==> src/rtl/mod_reg16_1to16.sv <==
// -----------------------------------------------------------------------------
// mod_reg16_1to16
//
// Collects the byte stream that comes back from the S-box ROM and rebuilds it
// into one 128-bit AES state for the ShiftRows stage. The block drives the
// byte-request strobe of the upstream 16-to-1 serializer and captures each
// returned byte ROM_LAT cycles later. It has a single output buffer, so no new
// block is requested while an assembled block is still held.
//
// Parameters:
//   N        bytes per block; fixed at 16
//   ROM_LAT  cycles from req_rom high to the matching byte on rom_data (1..4)
//
// Ports:
//   clk        in   system clock, rising edge
//   reset      in   synchronous, active-high
//   blk_valid  in   upstream holds a full block (looked at only while idle)
//   req_rom    out  one byte request per high cycle
//   blk_done   out  one-cycle pulse with the 16th request
//   rom_data   in   S-box output byte, valid ROM_LAT cycles after its request
//   o          out  assembled state; byte k is o[8k+7:8k], byte 0 first back
//   out_valid  out  o holds a complete block
//   out_ready  in   downstream accepts o
//   busy       out  high whenever not idle
//
// Output handshake: a block is transferred on a rising edge where
// out_valid && out_ready. out_valid stays high, and o stays stable, until that
// edge; out_valid never depends on out_ready, and out_ready is ignored while
// out_valid is low.
// -----------------------------------------------------------------------------
module mod_reg16_1to16 #(
   parameter int N       = 16,
   parameter int ROM_LAT = 1
) (
   input  logic           clk,
   input  logic           reset,
   input  logic           blk_valid,
   output logic           req_rom,
   output logic           blk_done,
   input  logic [7:0]     rom_data,
   output logic [8*N-1:0] o,
   output logic           out_valid,
   input  logic           out_ready,
   output logic           busy
);

   typedef enum logic [1:0] {
      S_IDLE  = 2'd0,
      S_REQ   = 2'd1,
      S_DRAIN = 2'd2,
      S_FULL  = 2'd3
   } state_t;

   state_t             state_q, state_d;
   logic [3:0]         n_req_q, n_req_d;
   logic [4:0]         n_wr_q,  n_wr_d;
   logic [ROM_LAT-1:0] pipe_q,  pipe_d;
   logic [8*N-1:0]     o_q,     o_d;
   logic               tap;
   logic               capture;

   // The capture pipeline is a delayed copy of req_rom: its last stage is high
   // exactly in the cycle the ROM presents the byte for an earlier request.
   if (ROM_LAT == 1) begin : g_pipe_one
      assign pipe_d = req_rom;
   end else begin : g_pipe_many
      assign pipe_d = {pipe_q[ROM_LAT-2:0], req_rom};
   end

   assign tap = pipe_q[ROM_LAT-1];

   always_ff @(posedge clk) begin
      if (reset) begin
         state_q <= S_IDLE;
         n_req_q <= '0;
         n_wr_q  <= '0;
         pipe_q  <= '0;
         o_q     <= '0;
      end else begin
         state_q <= state_d;
         n_req_q <= n_req_d;
         n_wr_q  <= n_wr_d;
         pipe_q  <= pipe_d;
         o_q     <= o_d;
      end
   end

   always_comb begin
      state_d   = state_q;
      n_req_d   = n_req_q;
      n_wr_d    = n_wr_q;
      o_d       = o_q;
      req_rom   = 1'b0;
      blk_done  = 1'b0;
      out_valid = 1'b0;
      busy      = 1'b1;

      // Captures overlap the tail of REQ with DRAIN; the write counter
      // saturates at N so nothing can land past the last byte.
      capture = tap && ((state_q == S_REQ) || (state_q == S_DRAIN))
                && (n_wr_q < 5'(N));

      unique case (state_q)
         S_IDLE: begin
            busy = 1'b0;
            if (blk_valid) begin
               state_d = S_REQ;
               n_req_d = '0;
               n_wr_d  = '0;
            end
         end
         S_REQ: begin
            req_rom = 1'b1;
            if (n_req_q == 4'(N - 1)) begin
               blk_done = 1'b1;
               state_d  = S_DRAIN;
            end else begin
               n_req_d = n_req_q + 4'd1;
            end
         end
         S_DRAIN: begin
            // The last byte arrives ROM_LAT cycles after the last request,
            // so this state lasts exactly ROM_LAT cycles.
            if (capture && (n_wr_q == 5'(N - 1))) begin
               state_d = S_FULL;
            end
         end
         S_FULL: begin
            out_valid = 1'b1;
            if (out_ready) begin
               state_d = S_IDLE;
            end
         end
         default: begin
            state_d = S_IDLE;
         end
      endcase

      if (capture) begin
         o_d[{n_wr_q[3:0], 3'b000} +: 8] = rom_data;
         n_wr_d = n_wr_q + 5'd1;
      end
   end

   assign o = o_q;

endmodule

==> config.mk <==
export PLATFORM = sky130hd
export DESIGN_NAME = mod_reg16_1to16
export DESIGN_NICKNAME = d
export VERILOG_FILES = /design/src/rtl/mod_reg16_1to16.sv
export SDC_FILE = /design/constraint.sdc
export NUM_CORES = 1
export LEC_CHECK = 0
export BUFFER_PORTS_ARGS = -buffer_cell sky130_fd_sc_hd__buf_2
export CORE_UTILIZATION = 49
export CTS_CLUSTER_SIZE = 25
export DETAILED_ROUTE_END_ITERATION = 7
export GPL_TIMING_DRIVEN = 0
export PLACE_DENSITY = 0.81
export REMOVE_ABC_BUFFERS = 1
export SYNTH_ARGS = -nofsm -noshare
export SYNTH_HDL_FRONTEND = slang
export SYNTH_SLANG_ARGS = --single-unit
==> constraint.sdc <==
create_clock -name clk -period 1.9 [get_ports clk]
set_input_delay 0 -clock clk [delete_from_list [all_inputs] [get_ports clk]]
set_output_delay 0 -clock clk [all_outputs]
set_load 0.05 [all_outputs]
Word-level counts from Yosys, hierarchy flattened. Index checks and enable logic that the tools add are counted.

Shift-type cells: 2. Reduce and logical (&&, ||, !) cells: 11. Order comparisons: 1. Muxes and demuxes: 17. Equality and inequality tests: 10. $add $sub $neg: 3.

Operator list (count): $bwmux 128 (1); $shift 8x9->128 const A (1); $shiftx 8x9->128 (1); $mux 5 (3); $neg 7->9 (1); $mux 2 (4); $mux 4 (2); $pmux 2 s4 (1); $pmux 4 s2 (1); $ne 2x2->1 const B (3); $reduce_bool 2->1 (3); $add 5x1->5 const B (1); $eq 5x4->1 const B (1); $lt 5x5->1 const B (1); $mux 1 (5); $add 4x1->4 const B (1); $eq 2x2->1 const B (2); $eq 4x4->1 const B (1); $ne 2x1->1 const B (2); $reduce_and 4->1 (1); $logic_and 1x1->1 (3); $reduce_and 3->1 (1); $eq 2x1->1 const B (1); $logic_not 2->1 (1); 2 further kinds (2).

Word-level logic and storage cells: 49. Register bits after elaboration: 140. Input port bits: 12. Output and inout bits: 132.

Logic depth before layout (Yosys ltp).
Depth after elaboration: 7. Gate-level depth with buffers: 9. Depth with buffers taken out: 7.

Least setup slack after synthesis. Ideal clock, no wire load.

Path kind: flip-flop to flip-flop. From: register state_q[1]. To: register n_req_q[1]. Path buffers: 1. Data required time: 1.772 ns. Library setup time: 0.128 ns. Setup slack: -0.388 ns. Data arrival time: 2.160 ns. Clock period less this slack: 2.288 ns. Stages on the path, launching flop included: 8. Cell sequence: dfxtp_1 > inv_1 > ha_1 > and4_1 > clkbuf_1 > nor3_1 > a31oi_1 > nor2_1.

Word-level cells in the longest chain between the ends: 3. Elaborated cells on any way between the ends: 7. Those cells by class: eq/ne (3); mux (1); reduce/logical (3).

RTL lines: start, declared (RTL line 54) `state_t state_q, state_d;`; start signal, assigned (RTL line 80) `state_q <= state_d;`; $eq 2x1->1 or $logic_not 2->1 (tied branches) (RTL line 103) `unique case (state_q)`; $ne 2x2->1 (no line) or $reduce_bool 2->1 (tied branches); $reduce_and 3->1 (no line); end signal, assigned (RTL line 81) `n_req_q <= n_req_d;`; end, declared (RTL line 55) `logic [3:0] n_req_q, n_req_d;`.

Parallel ways exist; a longest one is shown, timed or not. A chain may end at the register's enable or synchronous reset.

Final worst setup path.
From: register n_wr_q[1]. To: register o_q[117] (netlist: o[117]).

Word-level cells in the longest chain between the ends: 3. Elaborated cells on any way between the ends: 6. Those cells by class: add/sub (1); order compare (1); shift (2); mux (1); reduce/logical (1).

RTL lines: start, declared (RTL line 56) `logic [4:0] n_wr_q, n_wr_d;`; start signal, assigned (RTL line 82) `n_wr_q <= n_wr_d;`; $neg 7->9 (RTL line 140) `o_d[{n_wr_q[3:0], 3'b000} +: 8] = rom_data;`; $shiftx 8x9->128 or $shift 8x9->128 (tied branches) (RTL line 140); $bwmux 128 (RTL line 140); end signal, assigned (RTL line 78) `o_q <= '0;`; end signal, assigned (RTL line 84) `o_q <= o_d;`; end, declared (RTL line 58) `logic [8*N-1:0] o_q, o_d;`.

Parallel ways exist; a longest one is shown, timed or not.

==> impl_metrics.toml <==
[detailed_routing]
drt_first_pass_iters = 5
drt_iter0_markers = 469
drcViolationCount = 0
drtAntennaViolNets = 0
routed_wl_um = 18600
vias_per_cell = 5.70
wire_per_inst_um = 18.7
num_vias = 5663

[floorplanning]
dieWidth_um = 114
row_count = 40
core_area_um2 = 12100
fp.dieArea_um2 = 13000
io_pins = 144
initial_core_util_pct = 50.7
fp.dieH_um = 114

[grt]
antenna_found_initial = 0
grt_use_total_pct = 27.2
use_met1_pct = 32.8
use_met3_pct = 8.24
met2_usage_pct = 44.6
overflow = 0
grt_pass1_wl_um = 27300
grt_start_max_net_pins = 78
grt_pass1_vias = 5360
top_usage_layer = "met2"

[setup_path]
crit_top_cell = "buf_4"
worst_path_largest_cell_delay_ns = 0.40
cp.buffers_inverters = 5
crit_path_top_delay_cell = "dfxtp_4"
crit_family = "buffers and inverters"
critPathRequiredTime_ns = 2.25
cp.depth = 10
critPathArrivalTime_ns = 2.34
r2r_cells = 10
worstPathCellList = "inv_4, ha_4, buf_4, buf_4, and3b_2, o211ai_1, buf_4, buf_6, o21ai_0, a21oi_1"
cp-end-kind = "flop"
startpoint_type = "flop"
cp_max_fo = 7
critPathKind = "flop to flop"

[clock_network]
cts_made_buffers = 17
cts.sinks = 140
cts_tree = "done"
cts-htree-levels = 4
insertion_delay_ns = 0.42
clock_path_buffers = 2
clock-root-buffer = "clkbuf_16"
cts.clk_slew.worst_paths_ns = 0.06

[power]
power_mw = 7.87
p_leak_nw = 3.65
ir_drop_v = 0.000540
cellPowerDensity_nw_per_um2 = 932

[sta]
rsz0062_at_grt = "yes"
finalSetupTns_ns = -1.16
fin_skew_ns = 0.00753
hold_ws_ns = 0.0380
hold_viol = 0
slew_headroom_pct = 59.1
setup_ws_ns = -0.0906
worst_pin_slew_ns = 0.614
clock.fmax_ghz = 0.502
setup_viol = 17
period_share_pct = 105
fin_crit_ns = 1.99
slew_violations = 0

[synthesis]
ys_seq_elements = 140
synth_edf_count = 0
ys_async_sr_fraction_pct = 0
synth_area_um2 = 6140
postSynthCellCount = 639
synthDistinctLibCells = 49
synth_flop_cell = "dfxtp_1"
synth_warnings = 0
netlist.area_leader.share_pct = 45.7
synth_area_leaders = "dfxtp_1 (46%), mux2i_1 (13%), nand2b_1 (8.4%)"
synth_seq_area_share_pct = 45.7
yosys.area.top_type = "dfxtp_1"
avgSynthCellArea_um2 = 9.61

[placement]
pre_cts_ws_ns = -0.857
place_area_um2 = 6930
gp_congestion = 0.764
hpwl_um = 10400
port_buffers = 143

[cells_and_area]
stdcell_area_um2 = 8450
drive_above_1_share_pct = 35.5
antenna_cells = 0
fillers = 908
syn_to_final_growth_pct = 37.6
nNetsFinal = 837

[status]
violations = "setup timing"
outcome = "finished with violations"

[worst_hold_path]
holdPathStages = 4
hp-class = "input port to flop"

[flow_run]
cap_violations = 0
==> state kept, by name, indices dropped and copies added (netlist names) <==
signal	flops
o	128
n_wr_q	5
n_req_q	4
state_q	2
pipe_q	1
==> where the power goes <==
part | switching, mW | total [mW] | internal (mW) | leakage (nW)
Clock | 1.24 | 3.33 | 2.08 | 0.282
Sequential | 0.0539 | 3.05 | 3.00 | 1.13
Combinational | 0.918 | 1.49 | 0.575 | 2.24
Total | 2.21 | 7.87 | 5.66 | 3.65
==> cells in the mapped netlist, drive strengths merged, types with 2 or more instances <==
library cell / count
mux2i: 80
a21o: 2
nor2: 26
buf: 18
clkbuf: 38
o21ai: 18
o31ai: 32
nand2b: 82
and2: 3
a21oi: 59
nand3b: 4
nor2b: 4
a211oi: 2
nand4: 32
and3b: 2
nand2: 21
o2111ai: 2
nor4b: 2
xnor2: 4
dfxtp: 140
nand3: 26
ha: 11
nor3: 6
inv: 8
o21bai: 2
==> path summary, 6_finish.rpt <==
kind / start / slack [ns] / to
max: n_wr_q[1] / -0.09 / o[117]
min reg2reg: o[108] / 0.47 / o[108]
min: blk_valid / 0.04 / n_wr_q[1]
max reg2reg: n_wr_q[1] / -0.09 / o[117]
==> what timing repair did <==
| item | in CTS | in global routing |
|---|---|---|
| buffers inserted | 29 | 25 |
| gates cloned | 0 | 2 |
| gates resized for setup | 44 | 36 |
| hold buffers | 8 | 0 |
| pin swaps | 11 | 13 |
| endpoints found under the hold margin | 48 | 0 |
| setup endpoints to repair | 132 | 90 |
==> cell usage in the layout (no fill, tap or decap), drive strengths merged, types with 8 or more instances in the layout <==
cell type      n
a21oi         59
buf          202
clkbuf        22
dfxtp        140
dlygate4sd3    8
ha            11
inv            8
mux2i         80
nand2         21
nand2b        82
nand3         26
nand4         32
nor2          26
o21ai         18
o31ai         32
==> routing by layer <==
layer | vias to the layer above | routed length (um)
met4 | 0 | 515
met2 | 248 | 9060
met1 | 2758 | 7630
met5 | - | 0
li1 | 2612 | -
met3 | 45 | 1360
==> worst reg2reg max path: stages (launching register included) <==
cell and delay (ns):
dfxtp_4 0.40, inv_4 0.05, ha_4 0.18, buf_4 0.14, buf_4 0.14, and3b_2 0.22
o211ai_1 0.23, buf_4 0.19, buf_6 0.12, o21ai_0 0.09, a21oi_1 0.15
==> through the flow <==
step | std cells | utilization [%]
after floorplan | 583 | -
after detailed placement | 899 | 57.2
after global placement | 894 | 56.3
after global routing | 994 | 69.7
after CTS | 967 | 66.8
final | 994 | 69.7
==> cell type report <==
type / count / area (um^2) / area share [%]
multi-input cells: 435 / 3330 / 39.5
flip-flops and latches: 140 / 2820 / 33.4
repair buffers: 212 / 1450 / 17.1
clock buffers: 20 / 447 / 5.29
well taps: 168 / 210 / 2.49
clock inverters: 11 / 145 / 1.72
inverters: 8 / 40.0 / 0.474
==> cells by family (layout without fill, tap and decap cells) <==
family	count (synthesis)	in the layout	share of synthesized area, %
adder cells (fa/ha/maj)	11	11	2.24
flip-flops	140	140	45.7
AND/OR/NAND/NOR	214	214	20.7
buffers and inverters	64	251	4.59
AO/OA/AOI/OAI	125	125	13.0
XOR/XNOR	5	5	0.836
multiplexers	80	80	13.0
Power figures use the tool's default switching activity.
